==> src/rtl/rv_fetch_ctrl.sv <==
// rv_fetch_ctrl: PC owner and imem fetch sequencer feeding a 2-entry instruction FIFO to decode.
module rv_fetch_ctrl #(
   parameter int MEM_ADDR_WIDTH = 64,
   parameter int MEM_DATA_WIDTH = 32
) (
   input  logic                      clk_i,
   input  logic                      srst_i,
   input  logic [MEM_ADDR_WIDTH-1:0] boot_addr_i,
   output logic                      imem_req_o,
   output logic [MEM_ADDR_WIDTH-1:0] imem_addr_o,
   input  logic [MEM_DATA_WIDTH-1:0] imem_data_i,
   input  logic                      imem_ack_i,
   input  logic                      redirect_i,
   input  logic [MEM_ADDR_WIDTH-1:0] redirect_pc_i,
   output logic                      inst_valid_o,
   output logic [MEM_DATA_WIDTH-1:0] inst_o,
   output logic [MEM_ADDR_WIDTH-1:0] inst_pc_o,
   input  logic                      inst_ready_i
);
   typedef enum logic {FETCH, DISCARD} state_t;
   state_t state, state_nx;
   logic run;
   logic [MEM_ADDR_WIDTH-1:0] pc, pc_nx, daddr, daddr_nx, e1_pc;
   logic [MEM_DATA_WIDTH-1:0] e1_inst;
   logic [1:0] count, count_nx;
   logic fire, push, pop, head_ld, e1_we;
   logic unused_lsbs;
   assign unused_lsbs = ^{redirect_pc_i[1:0], boot_addr_i[1:0]};
   // run holds req low for the first cycle after reset so the outputs read as reset values
   assign imem_req_o   = run & ((state == DISCARD) | (count < 2'd2));
   assign imem_addr_o  = !run ? '0 : (state == DISCARD) ? daddr : pc;
   assign inst_valid_o = count != 2'd0;
   assign fire    = imem_req_o & imem_ack_i;
   assign pop     = inst_valid_o & inst_ready_i;
   assign push    = fire & (state == FETCH) & ~redirect_i;
   assign head_ld = (push & ((count == 2'd0) | pop)) | (pop & (count == 2'd2));
   assign e1_we   = push & ~pop & (count == 2'd1);
   always_comb begin
      state_nx = state;
      pc_nx    = pc;
      daddr_nx = daddr;
      count_nx = redirect_i ? 2'd0 : count + {1'b0, push} - {1'b0, pop};
      if (redirect_i) begin
         pc_nx    = {redirect_pc_i[MEM_ADDR_WIDTH-1:2], 2'b00};
         state_nx = (imem_req_o & ~imem_ack_i) ? DISCARD : FETCH;
         daddr_nx = imem_addr_o;
      end else if (fire) begin
         state_nx = FETCH;
         pc_nx    = (state == FETCH) ? pc + MEM_ADDR_WIDTH'(4) : pc;
      end
   end
   always_ff @(posedge clk_i) begin
      if (srst_i) begin
         state     <= FETCH;
         run       <= 1'b0;
         pc        <= {boot_addr_i[MEM_ADDR_WIDTH-1:2], 2'b00};
         daddr     <= '0;
         count     <= 2'd0;
         inst_o    <= '0;
         inst_pc_o <= '0;
         e1_inst   <= '0;
         e1_pc     <= '0;
      end else begin
         state <= state_nx;
         run   <= 1'b1;
         pc    <= pc_nx;
         daddr <= daddr_nx;
         count <= count_nx;
         if (head_ld) begin
            inst_o    <= (count == 2'd2) ? e1_inst : imem_data_i;
            inst_pc_o <= (count == 2'd2) ? e1_pc : pc;
         end
         if (e1_we) begin
            e1_inst <= imem_data_i;
            e1_pc   <= pc;
         end
      end
   end
   a_align: assert property (@(posedge clk_i) imem_addr_o[1:0] == 2'b00);
   a_stable: assert property (@(posedge clk_i) (!srst_i && imem_req_o && !imem_ack_i) |=> (srst_i || (imem_req_o && $stable(imem_addr_o))));
   a_count: assert property (@(posedge clk_i) count <= 2'd2);
   a_full: assert property (@(posedge clk_i) !(push && count == 2'd2));
endmodule

==> config.mk <==
export PLATFORM = sky130hd
export DESIGN_NAME = rv_fetch_ctrl
export DESIGN_NICKNAME = d
export VERILOG_FILES = /design/src/rtl/rv_fetch_ctrl.sv
export SDC_FILE = /design/constraint.sdc
export NUM_CORES = 1
export LEC_CHECK = 0
export CAP_MARGIN = 25
export CORE_MARGIN = 5
export CORE_UTILIZATION = 29
export CTS_CLUSTER_DIAMETER = 30
export DETAILED_ROUTE_END_ITERATION = 12
export PLACE_DENSITY_LB_ADDON = 0.2
export SLEW_MARGIN = 20
export SYNTH_ARGS = -nofsm -noshare
export SYNTH_HDL_FRONTEND = slang
export SYNTH_SLANG_ARGS = --single-unit
==> constraint.sdc <==
create_clock -name clk_i -period 4.9 [get_ports clk_i]
set_input_delay 1.47 -clock clk_i [delete_from_list [all_inputs] [get_ports clk_i]]
set_output_delay 1.47 -clock clk_i [all_outputs]
set_load 0.1 [all_outputs]
Word level (Yosys, flattened, before mapping)
Cells that the tools add are included.

operators by class
  add/sub/neg operators = 3
  eq/ne operators = 3
  reductions and logical operators = 7
  bitwise gates (word level) = 17
  $lt $le $gt $ge = 1
  multiplexer cells = 12

operators with widths
  kind                                                                    count
  64-bit two-way mux                                                      7
  64-bit by 3-bit adder with 64-bit output (second input constant)        1
  32-bit two-way mux                                                      1
  1-bit AND                                                               10
  1-bit two-way mux                                                       4
  1-bit NOT                                                               4
  2-bit AND reduction                                                     2
  2-bit nonzero test                                                      2
  3-bit != test (second input constant)                                   1
  1-bit bitwise OR                                                        3
  3-bit nonzero test                                                      1
  2-bit by 1-bit adder with 2-bit output                                  1
  2-bit by 1-bit equality test with 1-bit output (second input constant)  1
  2-bit equality test (second input constant)                             1
  2-bit zero test                                                         1
  2-bit < comparator (second input constant)                              1
  2-bit OR reduction                                                      1
  2-bit by 1-bit subtractor with 2-bit output                             1

word-level totals
  flip-flop bits (word level) = 324
  output and inout bits = 162
  bits of input ports = 165
  logic and storage cells = 53

Logic depth before layout (Yosys ltp)
  word-level depth = 8
  mapped depth = 11
  depth with buffers taken out = 8

Least setup slack after synthesis
Ideal clock, no wire load.

  path kind = register to output
  start = register run
  end = output port imem_req_o
  cell stages (with the launch flop) = 4
  path buffers = 2
  data arrival time = 3,066 ps
  path slack = 364 ps
  data required time = 3,430 ps
  cells stage by stage = dfxtp_1 clkbuf_1 clkbuf_1 a21boi_0

on the way
  longest elaborated chain between the ends = 1

ends and longest elaborated chain
  item                    RTL line  text
  from (decl)             22        logic run;
  from (signal assigned)  55        run <= 1'b0;
  from (signal assigned)  65        run <= 1'b1;
  1-bit AND               30        assign imem_req_o = run & ((state == DISCARD) | (count < 2'd2));
  to (decl)               9         output logic imem_req_o,

No other way between the ends.

Worst setup path in the final report
  start = register run
  end = output port imem_addr_o[7]

on the way
  longest elaborated chain between the ends = 1

ends and longest elaborated chain
  item                RTL line  text
  64-bit two-way mux  31        assign imem_addr_o = !run ? '0 : (state == DISCARD) ? daddr : pc;
  to (decl)           10        output logic [MEM_ADDR_WIDTH-1:0] imem_addr_o,

No other way between the ends.

==> results.txt <==
Cell Chain, Critical Path = buf_4 > nor2b_1 > buf_4
async set-reset flop share out of synthesis = 0%
number of buffers created by CTS = 89
relative max-transition margin = 27.31%
antenna violations before repair = 4
total die area = 59,550 sq um
detailed-route wire length per cell = 19.80 um
hold path cells = 2
crit path max-delay cell type = sky130_fd_sc_hd__dfxtp_2
number of global-route vias before repair = 13,950
remaining antenna violation count = 0
post-route fraction of the period consumed by the critical path = 82.78%
number of violations reported at the end of detailed-routing iteration 0 = 827
max frequency = 246.5 MHz
row count = 85
post-cts hold buffer count = 0
P&R area growth vs syn = 41.46%
worst reg-to-reg setup slack = 1.55 ns
post-route clock skew = 0.01719 ns
clock tree buffer depth = 3
clock latency on the worst-skew pair = 0.60 ns
count of different cell masters after synthesis = 65
Cell Count Post-Placement = 2,632
critical setup path kind = reg -> out
Worst path top cell family by delay = flip-flops
# Post-CTS Setup Buffers = 0
number of endpoints with negative hold slack in the final report = 0
sequential cell area fraction in the yosys report = 43.99%
worst-case vdd ir drop = 0.0003144 V
Arr. time, crit path = 2.59 ns
non-filler instance count after layout = 2,800
leakage power figure = 8.880 nW
depth of the most critical reg-to-reg path = 9
slew at the pin with the worst max-slew slack = 1.087 ns
power after layout = 10.82 mW
number of levels the H-tree was split into = 3
post-detailed-route DRC marker count = 0
post-route worst setup slack = 0.8436 ns
fraction of final layout cells sized beyond drive strength 1 = 13.47%
Hold Crit Class = reg -> reg
Ys Warns = 0
Resized cells post-CTS = 0
Final min period = 4.056 ns
post-synthesis instance area = 15,880 sq um
overall overflow remaining after global route = 0
power density over the cells = 481.4 nW/um^2
worst setup slack after placement = 0.9341 ns
required time of the critical path = 3.43 ns
die span in x = 244.0 um
clk sinks = 318
Critical Path Most Common Cell = sky130_fd_sc_hd__buf_4
Initial DRT Pass Iterations = 5
placeable core region = 54,030 sq um
Post-synth top flop = sky130_fd_sc_hd__dfxtp_1
detail-routed via count per cell = 5.062
min-delay src = e1_pc[44]$_SDFFE_PP0P_
global-route usage over all layers = 17.90%
fillers = 5,241
nets@finish = 2,196
number of enable flip-flop cells after synthesis = 62
Clock transition at path regs = 0.04 ns
number of input and output port buffers inserted = 320
largest net degree at the start of global routing = 189
outcome = finished clean
number of buffer and inverter stages on the critical path = 2
average footprint of a synthesized cell = 9.005 sq um
first-pass GRT wire length = 84.66 mm
total number of vias = 14,170
final max-slew violation count = 0
total wire length after detailed routing = 55.44 mm
RSZ-0062 raised after global routing = no
master cell of the clock root buffer = sky130_fd_sc_hd__clkbuf_16
FF+latch count, synth = 318
endpoints failing setup = 0
placer's final routability congestion estimate = 0.7656
max-cap violation count = 0
stage delay of the slowest cell on the critical path = 0.89 ns
cell count after synthesis = 1,764
worst min-delay path endpoint = e1_pc[44]$_SDFFE_PP0P_
initial core utilization = 29.40%
TritonCTS clock tree = done
number of top-level design ports = 327
beginning of the worst register-to-register path = run$_DFF_P_
kind of launch point of the worst setup path = flip-flop
Setup TNS Final = 0 ns
vertical extent of the die = 244.0 um
worst reg2reg endpoint = e1_pc[28]$_SDFFE_PP0P_
critical path capture point type = primary output
DP Wirelength = 36.56 mm
worst-path fanout max = 37
## area by class of cell
cell class	instances	area, sq um	area share, %
Multi-Input combinational cell	1269	8135	36.21
Sequential cell	318	6992	31.12
Timing Repair Buffer	339	3252	14.47
Clock buffer	131	2745	12.22
Tap cell	696	870.8	3.876
Clock inverter	34	429.2	1.910
Inverter	10	37.54	0.1671
Antenna cell	3	7.507	0.03341
## layout by cell type (no fill, tap or decap), types with 9 or more instances in the layout
cell type | Yosys | layout
sky130_fd_sc_hd__clkdlybuf4s50_1 | 0 | 253
sky130_fd_sc_hd__nand4_1 | 28 | 28
sky130_fd_sc_hd__mux2i_1 | 235 | 235
sky130_fd_sc_hd__nor2b_1 | 64 | 63
sky130_fd_sc_hd__nand3_1 | 46 | 46
sky130_fd_sc_hd__a211oi_1 | 94 | 94
sky130_fd_sc_hd__and2_1 | 9 | 9
sky130_fd_sc_hd__mux2_2 | 11 | 11
sky130_fd_sc_hd__o21ai_1 | 9 | 9
sky130_fd_sc_hd__a21oi_1 | 111 | 111
sky130_fd_sc_hd__clkbuf_8 | 7 | 19
sky130_fd_sc_hd__nor2_1 | 173 | 171
sky130_fd_sc_hd__o21ai_0 | 20 | 20
sky130_fd_sc_hd__xnor2_1 | 24 | 24
sky130_fd_sc_hd__clkbuf_16 | 0 | 97
sky130_fd_sc_hd__and3_1 | 17 | 17
sky130_fd_sc_hd__clkbuf_1 | 109 | 15
sky130_fd_sc_hd__a22oi_1 | 27 | 27
sky130_fd_sc_hd__nand2_1 | 255 | 254
sky130_fd_sc_hd__edfxtp_1 | 62 | 62
sky130_fd_sc_hd__nor3_1 | 17 | 17
sky130_fd_sc_hd__clkinv_2 | 0 | 19
sky130_fd_sc_hd__inv_1 | 10 | 10
sky130_fd_sc_hd__nor4_1 | 16 | 16
sky130_fd_sc_hd__buf_4 | 7 | 79
sky130_fd_sc_hd__dfxtp_1 | 256 | 254
## worst min-delay path, delay by kind of cell (launching register included)
family | cells | cell delay, ns
simple gates | 1 | 0.05
compound gates | 1 | 0.05
flops | 1 | 0.30
## registers in the layout (all words and copies together) (netlist names)
name / count
state: 1
e1_inst: 32
inst_o: 32
inst_pc_o: 62
e1_pc: 62
pc: 62
count: 2
run: 1
daddr: 64
## power breakdown
group | switching [mW] | leakage, nW | internal (mW)
clock | 1.73 | 1.58 | 4.26
combinational | 1.25 | 4.58 | 0.519
sequential | 0.211 | 2.73 | 2.85
total | 3.19 | 8.88 | 7.63
## cells in the mapped netlist (6+ instances only)
cell                       count  area share (%)
sky130_fd_sc_hd__nand3_1      46             1.4
sky130_fd_sc_hd__nor2_1      173             4.1
sky130_fd_sc_hd__xor2_1        6            0.33
sky130_fd_sc_hd__nand2_1     255             6.0
sky130_fd_sc_hd__o22ai_1       8            0.32
sky130_fd_sc_hd__and3_2        6            0.28
sky130_fd_sc_hd__edfxtp_1     62              12
sky130_fd_sc_hd__o21ai_1       9            0.28
sky130_fd_sc_hd__xnor2_1      24             1.3
sky130_fd_sc_hd__a22oi_1      27             1.3
sky130_fd_sc_hd__nor4_2        6            0.47
sky130_fd_sc_hd__buf_2        30            0.95
sky130_fd_sc_hd__mux2i_1     235              15
sky130_fd_sc_hd__clkbuf_1    109             2.6
sky130_fd_sc_hd__and3_1       17            0.67
sky130_fd_sc_hd__inv_1        10            0.24
sky130_fd_sc_hd__nor4_1       16            0.63
sky130_fd_sc_hd__and2_1        9            0.35
sky130_fd_sc_hd__buf_1        12            0.28
sky130_fd_sc_hd__a21oi_1     111             3.5
sky130_fd_sc_hd__a211oi_1     94             4.4
sky130_fd_sc_hd__clkbuf_8      7            0.61
sky130_fd_sc_hd__nand4_1      28             1.1
sky130_fd_sc_hd__buf_4         7            0.33
sky130_fd_sc_hd__or4_1         8            0.38
sky130_fd_sc_hd__nor3_1       17            0.54
sky130_fd_sc_hd__mux2_2       11            0.78
sky130_fd_sc_hd__dfxtp_1     256              32
sky130_fd_sc_hd__nor2b_1      64             2.5
sky130_fd_sc_hd__o21ai_0      20            0.63
## worst max path at each step
stage / startpoint / end / slack, ns / depth (start not counted)
4_1_cts: run$_DFF_P_ / imem_addr_o[7] / 0.78 / 3
3_3_place_gp: imem_ack_i / e1_pc[16]$_SDFFE_PP0P_ / 0.98 / 9
5_1_grt: run$_DFF_P_ / imem_addr_o[7] / 0.65 / 3
3_5_place_dp: imem_ack_i / e1_pc[17]$_SDFFE_PP0P_ / 0.93 / 9
6_report: run$_DFF_P_ / imem_addr_o[7] / 0.84 / 3
2_1_floorplan: run$_DFF_P_ / imem_req_o / 0.36 / 3
## metrics by stage
stage	cell area, sq um	hold slack (ns)	util (%)
after floorplan	15890	0.4215	-
after global placement	19290	0.4346	35.70
after detailed placement	19290	0.4396	35.70
after CTS	22460	0.4519	41.57
after global routing	22460	0.4646	41.58
final	22470	0.4490	41.59
## kinds of logic (layout without fill, tap and decap cells)
kind of cell	after synthesis	count (layout)	share of synthesized area (%)
AOI/OAI and AO/OA	303	303	12.19
xor gates and xnor gates	30	30	1.654
adders and majority gates	4	4	0.3151
buffers and inverters	178	514	5.191
DFF	318	318	43.99
muxes	246	246	15.59
other	1	5	0.02361
and+or+nand+nor	684	684	21.05
## routing by layer
| layer | share of wire [%] | GRT usage (%) | up-vias |
|---|---|---|---|
| met1 | 44 | 23.27 | 6801 |
| met4 | 2.4 | 6.173 | 2 |
| li1 | - | - | 6829 |
| met5 | 0.020 | 0 | - |
| met3 | 6.8 | 4.957 | 88 |
| met2 | 47 | 28.78 | 454 |
Note: power is estimated with default switching activity, not from simulation.
